**src/rtl/axicb_pipeline_chain_pkg.sv**
```systemverilog
// Shared defaults for the crossbar register-slice chain.
package axicb_pipeline_chain_pkg;

    localparam int AXICB_DATA_W_DEFAULT = 32;
    localparam int AXICB_NB_PIPE_DEFAULT = 1;

endpackage

```
**src/rtl/axicb_pipeline_chain_stage.sv**
```systemverilog
// One valid/ready register slice: a main register plus a skid entry.
// The upstream ready only looks at registered state, which breaks the ready path.
module axicb_pipeline_stage
    import axicb_pipeline_chain_pkg::*;
#(
    parameter int DATA_BUS_W = AXICB_DATA_W_DEFAULT
) (
    input  logic                  aclk,
    input  logic                  srst,
    input  logic                  i_valid,
    output logic                  i_ready,
    input  logic [DATA_BUS_W-1:0] i_data,
    output logic                  o_valid,
    input  logic                  o_ready,
    output logic [DATA_BUS_W-1:0] o_data
);

    logic                  main_valid;
    logic [DATA_BUS_W-1:0] main_data;
    logic                  skid_valid;
    logic [DATA_BUS_W-1:0] skid_data;
    logic                  accept;

    assign i_ready = !skid_valid && !srst;
    assign accept  = i_valid && i_ready;
    assign o_valid = main_valid;
    assign o_data  = main_data;

    always_ff @(posedge aclk) begin
        if (srst) begin
            main_valid <= 1'b0;
            main_data  <= '0;
            skid_valid <= 1'b0;
            skid_data  <= '0;
        end else if (!main_valid || o_ready) begin
            // main is free this cycle: the skid entry is older than any new input
            if (skid_valid) begin
                main_valid <= 1'b1;
                main_data  <= skid_data;
                skid_valid <= 1'b0;
            end else begin
                main_valid <= accept;
                if (accept) begin
                    main_data <= i_data;
                end
            end
        end else if (accept) begin
            skid_valid <= 1'b1;
            skid_data  <= i_data;
        end
    end

endmodule

```
**src/rtl/axicb_pipeline_chain.sv**
```systemverilog
// Chain of NB_PIPELINE register slices; zero stages collapses to plain wires.
module axicb_pipeline_chain
    import axicb_pipeline_chain_pkg::*;
#(
    parameter int DATA_BUS_W  = AXICB_DATA_W_DEFAULT,
    parameter int NB_PIPELINE = AXICB_NB_PIPE_DEFAULT
) (
    input  logic                  aclk,
    input  logic                  srst,
    input  logic                  i_valid,
    output logic                  i_ready,
    input  logic [DATA_BUS_W-1:0] i_data,
    output logic                  o_valid,
    input  logic                  o_ready,
    output logic [DATA_BUS_W-1:0] o_data
);

    if (NB_PIPELINE == 0) begin : g_bypass
        logic unused_clk_rst;
        assign unused_clk_rst = aclk ^ srst;
        assign o_valid = i_valid;
        assign o_data  = i_data;
        assign i_ready = o_ready;
    end else begin : g_chain
        logic [NB_PIPELINE:0] valid_w;
        logic [NB_PIPELINE:0] ready_w;
        logic [DATA_BUS_W-1:0] data_w [NB_PIPELINE+1];

        assign valid_w[0] = i_valid;
        assign data_w[0]  = i_data;
        assign i_ready    = ready_w[0];

        for (genvar k = 0; k < NB_PIPELINE; k++) begin : g_stage
            axicb_pipeline_stage #(
                .DATA_BUS_W(DATA_BUS_W)
            ) u_stage (
                .aclk    (aclk),
                .srst    (srst),
                .i_valid (valid_w[k]),
                .i_ready (ready_w[k]),
                .i_data  (data_w[k]),
                .o_valid (valid_w[k+1]),
                .o_ready (ready_w[k+1]),
                .o_data  (data_w[k+1])
            );
        end

        assign o_valid              = valid_w[NB_PIPELINE];
        assign o_data               = data_w[NB_PIPELINE];
        assign ready_w[NB_PIPELINE] = o_ready;
    end

endmodule

```
**config.mk**
```make
export PLATFORM = sky130hd
export DESIGN_NAME = axicb_pipeline_chain
export DESIGN_NICKNAME = d
export VERILOG_FILES = /design/src/rtl/axicb_pipeline_chain_pkg.sv /design/src/rtl/axicb_pipeline_chain_stage.sv /design/src/rtl/axicb_pipeline_chain.sv
export SDC_FILE = /design/constraint.sdc
export NUM_CORES = 1
export LEC_CHECK = 0
export CAP_MARGIN = 5
export CORE_MARGIN = 2
export CORE_UTILIZATION = 26
export CTS_BUF_LIST = sky130_fd_sc_hd__clkbuf_2
export CTS_CLUSTER_DIAMETER = 200
export DETAILED_ROUTE_END_ITERATION = 10
export HOLD_SLACK_MARGIN = 0.06
export PLACE_DENSITY_LB_ADDON = 0.08
export SETUP_SLACK_MARGIN = 0.5
export SYNTH_ARGS = -nofsm -noshare
export SYNTH_HDL_FRONTEND = slang
export SYNTH_HIERARCHICAL = 1
export SYNTH_SLANG_ARGS = --single-unit
```
**constraint.sdc**
```tcl
create_clock -name aclk -period 2.7 [get_ports aclk]
set_input_delay 0.54 -clock aclk [delete_from_list [all_inputs] [get_ports aclk]]
set_output_delay 0.54 -clock aclk [all_outputs]
set_load 0.05 [all_outputs]
```
==> flow_summary.toml <==
[timing]
finalCriticalPeriod_ns = 2.11
rsz0062_at_grt = "false"
hold_violations = 0
setup_viol = 0
slew_viol_final = 0
finClkSkew_ns = 0.0180
clock.fmax_mhz = 475
final.period_utilization_pct = 78.0
relSlewSlack_pct = 66.9
finalWorstSetupSlack_ns = 0.594
tns_ns = 0
tightest_slew_ns = 0.499
hold-worst-slack_ns = 0.461

[logic_synthesis]
synthTopCellsByCount = "66 x dfxtp_1, 32 x mux2i_1, 32 x nand2_1, 32 x o211a_1, 32 x o211ai_1"
synthSimpleGateAreaFrac_pct = 11.7
synth.most_common_cell = "dfxtp_1"
yosys.area.top_type = "dfxtp_1"
synth_area_leaders = "dfxtp_1 46%, mux2i_1 11%, o211a_1 11%, o211ai_1 8.3%, nand3_1 5.4%"
ys_seq_elements = 66
synthArstFlopShare_pct = 0
synth_compound_area_share_pct = 25.5
synth_top_family_by_area = "compound AO/OA/AOI/OAI gates"
yosys.area_share.adder_pct = 0
synth_area_um2 = 2880
synth_ff_type = "dfxtp_1"
synth_edf_count = 0
synth_top_cell_area_share_pct = 45.9
syn_inst = 304
ys_warn_count = 6
synthMuxAreaShare_pct = 11.1
seq_area_frac_synth_pct = 45.9
syn_nets = 340
avgSynthCellArea_um2 = 9.47
synth-xor-area-share_pct = 0
synthDistinctLibCells = 21

[place]
dpl_worst_slack_ns = 0.392
dp_hpwl_um = 5110
gp_congestion = 0.701
placed_cells = 489
portBuffers = 69

[min_path]
hold_path.class = "reg -> reg"

[cts]
clkLatencyLatePin_ns = 0.47
cts_buffers = 9
root_buffer = "clkbuf_2"
cts.path.max_buffers = 2
cts_tree = "built"
holdBufCountCts = 0
htree_levels = 3
clk_pin_slew_ns = 0.16
cts.sink_count = 66

[floorplan]
coreArea_um2 = 10800
io_pins = 70
start_util_pct = 26.6
die-height_um = 109
rows = 38
die-area_um2 = 11900
die_w_um = 109

[detailed_routing]
totalWireLength_um = 8290
drc = 0
wl_per_cell_um = 16.3
dr.pass1.iters = 4
routed_via_density = 4.88
ant_nets = 0
vias = 2476
first_iter_violations = 78

[run]
cap_violations = 0

[power]
leakagePower_uw = 0.00169
internal-power_uw = 1310
p_sw_uw = 640
pwr-share-seq_pct = 54.0
power_per_cell_area_nw_per_um2 = 514
power.share.combinational_pct = 21.9
swShare_pct = 32.8
vdd_drop_max_v = 0.000189
clkPwrFrac_pct = 24.0

[setup_path]
path_max_fanout = 6
cp-endpoint = "i_ready"
arrival_ns = 1.57
path_class = "in -> out"
r2r_cells = 4
rr_endpoint = "g_chain.g_stage[0].u_stage/skid_data[23]"
reg2reg_from = "g_chain.g_stage[0].u_stage/skid_valid"
crit_required_ns = 2.16
end_kind = "output pin"
startpoint_type = "input pin"
rrSetupSlack_ns = 1.10
crit_start = "srst"

[global_route]
grt_util_all_layers_pct = 14.8
grt_pass1_wl_um = 13500
antenna_found_initial = 0
grt_pass1_vias = 2538
grt-ovfl-total = 0
grt_max_degree = 35

[final_layout]
fin_nets = 398
syn_to_final_growth_pct = 31.8
final_cells = 507
final_core_util_pct = 35.0
drive_above_1_share_pct = 9.81
n_antenna_cell = 0

[outcome]
status = "complete, no violations"
[metrics by stage]
| stage | cell area, um^2 | power, uW |
|---|---|---|
| after floorplan | 2880 | 1340 |
| after global placement | 3710 | 1530 |
| after detailed placement | 3710 | 1530 |
| after CTS | 3780 | 2000 |
| after global routing | 3790 | 2070 |
| final | 3790 | 1950 |
[kinds of logic after synthesis]
kind of cell | count (synthesis)
AO/OA/AOI/OAI | 98
AND/OR/NAND/NOR | 71
flip-flops | 66
buffers and inverters | 37
multiplexers | 32
[per-layer routing]
metal / track usage [%] / routed length [um] / share of wire [%] / up-vias
li1: - / - / - / 1236
met5: 0 / 0 / 0 / -
met3: 3.89 / 288 / 3.5 / 2
met2: 22.3 / 3710 / 45 / 46
met4: 4.88 / 37 / 0.45 / 0
met1: 20.3 / 4250 / 51 / 1192
[worst min-delay path by stage]
stage	slack [ns]	cells past startpoint	endpoint	from
floorplan	0.43	2	g_chain.g_stage[0].u_stage/skid_data[22]	g_chain.g_stage[0].u_stage/skid_data[22]
global placement	0.44	2	g_chain.g_stage[0].u_stage/skid_data[5]	g_chain.g_stage[0].u_stage/skid_data[5]
detailed placement	0.45	2	g_chain.g_stage[0].u_stage/skid_data[5]	g_chain.g_stage[0].u_stage/skid_data[5]
CTS	0.47	2	g_chain.g_stage[0].u_stage/skid_data[5]	g_chain.g_stage[0].u_stage/skid_data[5]
global route	0.49	2	g_chain.g_stage[0].u_stage/skid_data[28]	g_chain.g_stage[0].u_stage/skid_data[28]
finish	0.46	2	g_chain.g_stage[0].u_stage/skid_data[22]	g_chain.g_stage[0].u_stage/skid_data[22]
[power groups by stage]
stage	Clock, uW	Combinational, uW	Sequential [uW]
finish	468	428	1050
global route	548	456	1060
CTS	510	432	1060
detailed placement	0	452	1080
global placement	0	453	1080
floorplan	0	138	1200
[repair_timing]
item                       CTS  global route
setup endpoints to repair   34             1
setup buffers                1             1
resized for setup           33             0
[layout by cell type (no fill, tap or decap), drive strengths merged]
cell type,Yosys,final
a21oi,1,1
and2,1,1
buf,17,16
clkbuf,19,12
clkdlybuf4s50,0,34
clkinv,0,4
dfxtp,66,66
dlygate4sd2,0,33
inv,1,1
mux2i,32,32
nand2,32,32
nand2b,1,1
nand3,31,31
nand4,1,1
nor2,2,2
nor2b,1,1
nor3,1,1
nor4b,1,1
o211a,32,32
o211ai,32,32
o21a,1,1
o21ai,32,32
[registers in the layout, indices dropped and copies added, names as in the netlist]
name,cells
g_chain.g_stage.u_stage/o_data,32
g_chain.g_stage.u_stage/skid_data,32
g_chain.g_stage.u_stage/o_valid,1
g_chain.g_stage.u_stage/skid_valid,1
[critical path, stage by stage]
cell             delay [ns]
clkdlybuf4s50_1        0.59
nor2_1                 0.27
buf_12                 0.17
[layout make-up]
| type | instances | area, um^2 |
|---|---|---|
| fill | 1144 | 7050 |
| multi-input combinational | 201 | 1400 |
| sequential | 66 | 1330 |
| timing repair buffer | 83 | 812 |
| tap | 140 | 175 |
| clock buffer | 12 | 60.1 |
| clock inverter | 4 | 18.8 |
| inverter | 1 | 3.75 |
Power figures use the tool's default switching activity.
==> patch, RTL diff (same flow settings) <==
The package constant `AXICB_DATA_W_DEFAULT` goes from 32 to 64.
--- a/src/rtl/axicb_pipeline_chain_pkg.sv
+++ b/src/rtl/axicb_pipeline_chain_pkg.sv
@@ -3,3 +3,3 @@
 
-    localparam int AXICB_DATA_W_DEFAULT = 32;
+    localparam int AXICB_DATA_W_DEFAULT = 64;
     localparam int AXICB_NB_PIPE_DEFAULT = 1;
Interface: changed (resized i_data and o_data); port bits go from 70 to 134. No check against the original RTL was run, so the function may have changed too.
==> patch against the unedited design <==
Synthesized area up 120%; highest routed layer unchanged; total power up 100%; largest cell class unchanged; cell area up 110%; synthesized cell count up 110%; setup slack better by 0.054 ns; routed wire length up 89%; die area up 110%; largest power group unchanged; clock skew up 0.012 ns; sequential cell count up 64.
==> patch: results (changes against the unedited design) <==
- The run finished with clean final reports.
* Placed standard-cell area: 7850 µm² (+110%)
* CP max-delay cell: sky130_fd_sc_hd__clkdlybuf4s15_1
- The number of CTS-inserted buffers was 17 (+8).
- The total length of routed wires is 15,600 µm (+89%).
- The number of DRC markers after the initial detailed-route iteration was 169 (+120%).
* Antenna violations before repair: 1 (+1)
- The transition time of the tightest slew-check pin was 0.575 ns (+0.0759 ns).
* Reported leakage power: 2.96 nW (+75%)
- The clock latency reported for the late side of the worst-skew pair was 0.67 ns (+0.20 ns).
* Synth cell types: 16 (-24%)
* Share of synthesized flip-flops with an asynchronous set or reset: 0 (unchanged)
- Net count reported at finish: 820 (+110%)
* Global-route wire length before repair: 25,600 µm (+90%)
- The post-synthesis net count was 718 (+110%).
- The number of levels in the clock H-tree was 4 (+1).
- Share of post-route cells with drive strength above 1: 0.314 (+0.216)
- Via count of the first global-routing pass: 4,776 (+88%)
* Cell types with the highest counts after synthesis: sky130_fd_sc_hd__dfxtp_1, sky130_fd_sc_hd__nor2_1, sky130_fd_sc_hd__a21oi_1, sky130_fd_sc_hd__nor2b_1
- DR vias/cell: 4.44 (-9.0%)
- Worst path top cell family by delay: buffers and inverters
- The largest buffer count on any clock path was 2 (unchanged).
- The maximum fanout along the worst path is 2 (-4).
- Pin count of the biggest net entering global routing: 130 (+270%)
* Warning count from the yosys run: 6 (unchanged)
- The estimated wirelength of the detail-placed design was 9360 µm (+83%).
- Synth area leaders: sky130_fd_sc_hd__dfxtp_1, sky130_fd_sc_hd__mux2_2, sky130_fd_sc_hd__a21bo_2, sky130_fd_sc_hd__mux2i_1, sky130_fd_sc_hd__nor2b_1
- I/O Buffers: 133 (+93%)
* Final RePlAce weighted congestion: 0.678 (-3.3%)
- Worst hold path type: primary input to flip-flop
- Root buffer cell: sky130_fd_sc_hd__clkbuf_2
* First-pass iteration count of the detailed router: 4 (unchanged)
- Portion of the post-synthesis area used by sequential elements: 0.414 (-0.0445)
- Number of enable-type register cells in the synthesized netlist: 0 (unchanged)
* Switching power of the nets: 0.00123 W (+92%)
- The clock-pin slew on the worst setup and hold paths is 0.19 ns (+0.03 ns).
- The overall fraction of global-route tracks in use is 0.126 (-0.0220).
- The post-route clock skew was 0.0295 ns (+0.0116 ns).
* Peak per-stage delay on the critical path: 0.50 ns (-0.09 ns)
- Overflow left after global routing: 0 (unchanged)
- The worst-case vdd ir drop came to 166 µV (-12%).
-- patch: kinds of logic (layout without fill, tap and decap cells) --
logic type,after synthesis,after routing,synth area share
compound gates,130,130,0.156
buf+inv,64,179,0.0516
flops,130,130,0.414
mux,128,128,0.217
other cells,0,1,0
simple gates,198,198,0.161
-- patch: timing repair --
action | in CTS | in global routing
gates resized for setup | 170 | 21
endpoints found under the setup margin | 66 | 19
hold buffers | 1 | 0
endpoints found under the hold margin | 1 | 0
setup buffers | 2 | 0
-- patch: power by group through the flow --
stage               combinational, W  clock, W  sequential (W)
floorplan                   0.000304         0         0.00226
global placement            0.000779         0         0.00207
detailed placement          0.000785         0         0.00207
CTS                         0.000777   0.00128         0.00203
global route                0.000814   0.00133         0.00204
finish                      0.000756   0.00117         0.00203
-- patch: metrics by stage --
step | worst slack (ns) | instances
floorplan | 0.517 | 650
global placement | 0.464 | 1049
detailed placement | 0.444 | 1049
CTS | 0.391 | 1084
global route | 0.500 | 1085
finish | 0.648 | 1085
-- patch: final timing paths --
check | startpoint | to | slack (ns) | cells past startpoint
max | g_chain.g_stage[0].u_stage/o_data[16] | o_data[16] | 0.65 | 1
min | srst | g_chain.g_stage[0].u_stage/skid_data[3] | 0.18 | 2
max reg2reg | g_chain.g_stage[0].u_stage/skid_valid | g_chain.g_stage[0].u_stage/skid_data[36] | 0.81 | 5
min reg2reg | g_chain.g_stage[0].u_stage/skid_data[52] | g_chain.g_stage[0].u_stage/skid_data[52] | 0.59 | 2
-- patch: metal layers --
layer  global-route usage  vias up  part of all wire
met4               0.0384        0            0.0094
li1                     -     2446                 -
met2                0.215       90              0.49
met5                    0        -                 0
met3               0.0375        7             0.047
met1                0.151     2279              0.46
-- patch: final cells by class --
class                           count  area [µm²]
Multi-Input combinational cell    456        3360
Sequential cell                   130        2610
Clock buffer                       20         100
Clock inverter                     12         116
Antenna cell                        1        2.50
Tap cell                          319         399
Timing Repair Buffer              147        1490
Fill cell                        2457       15500
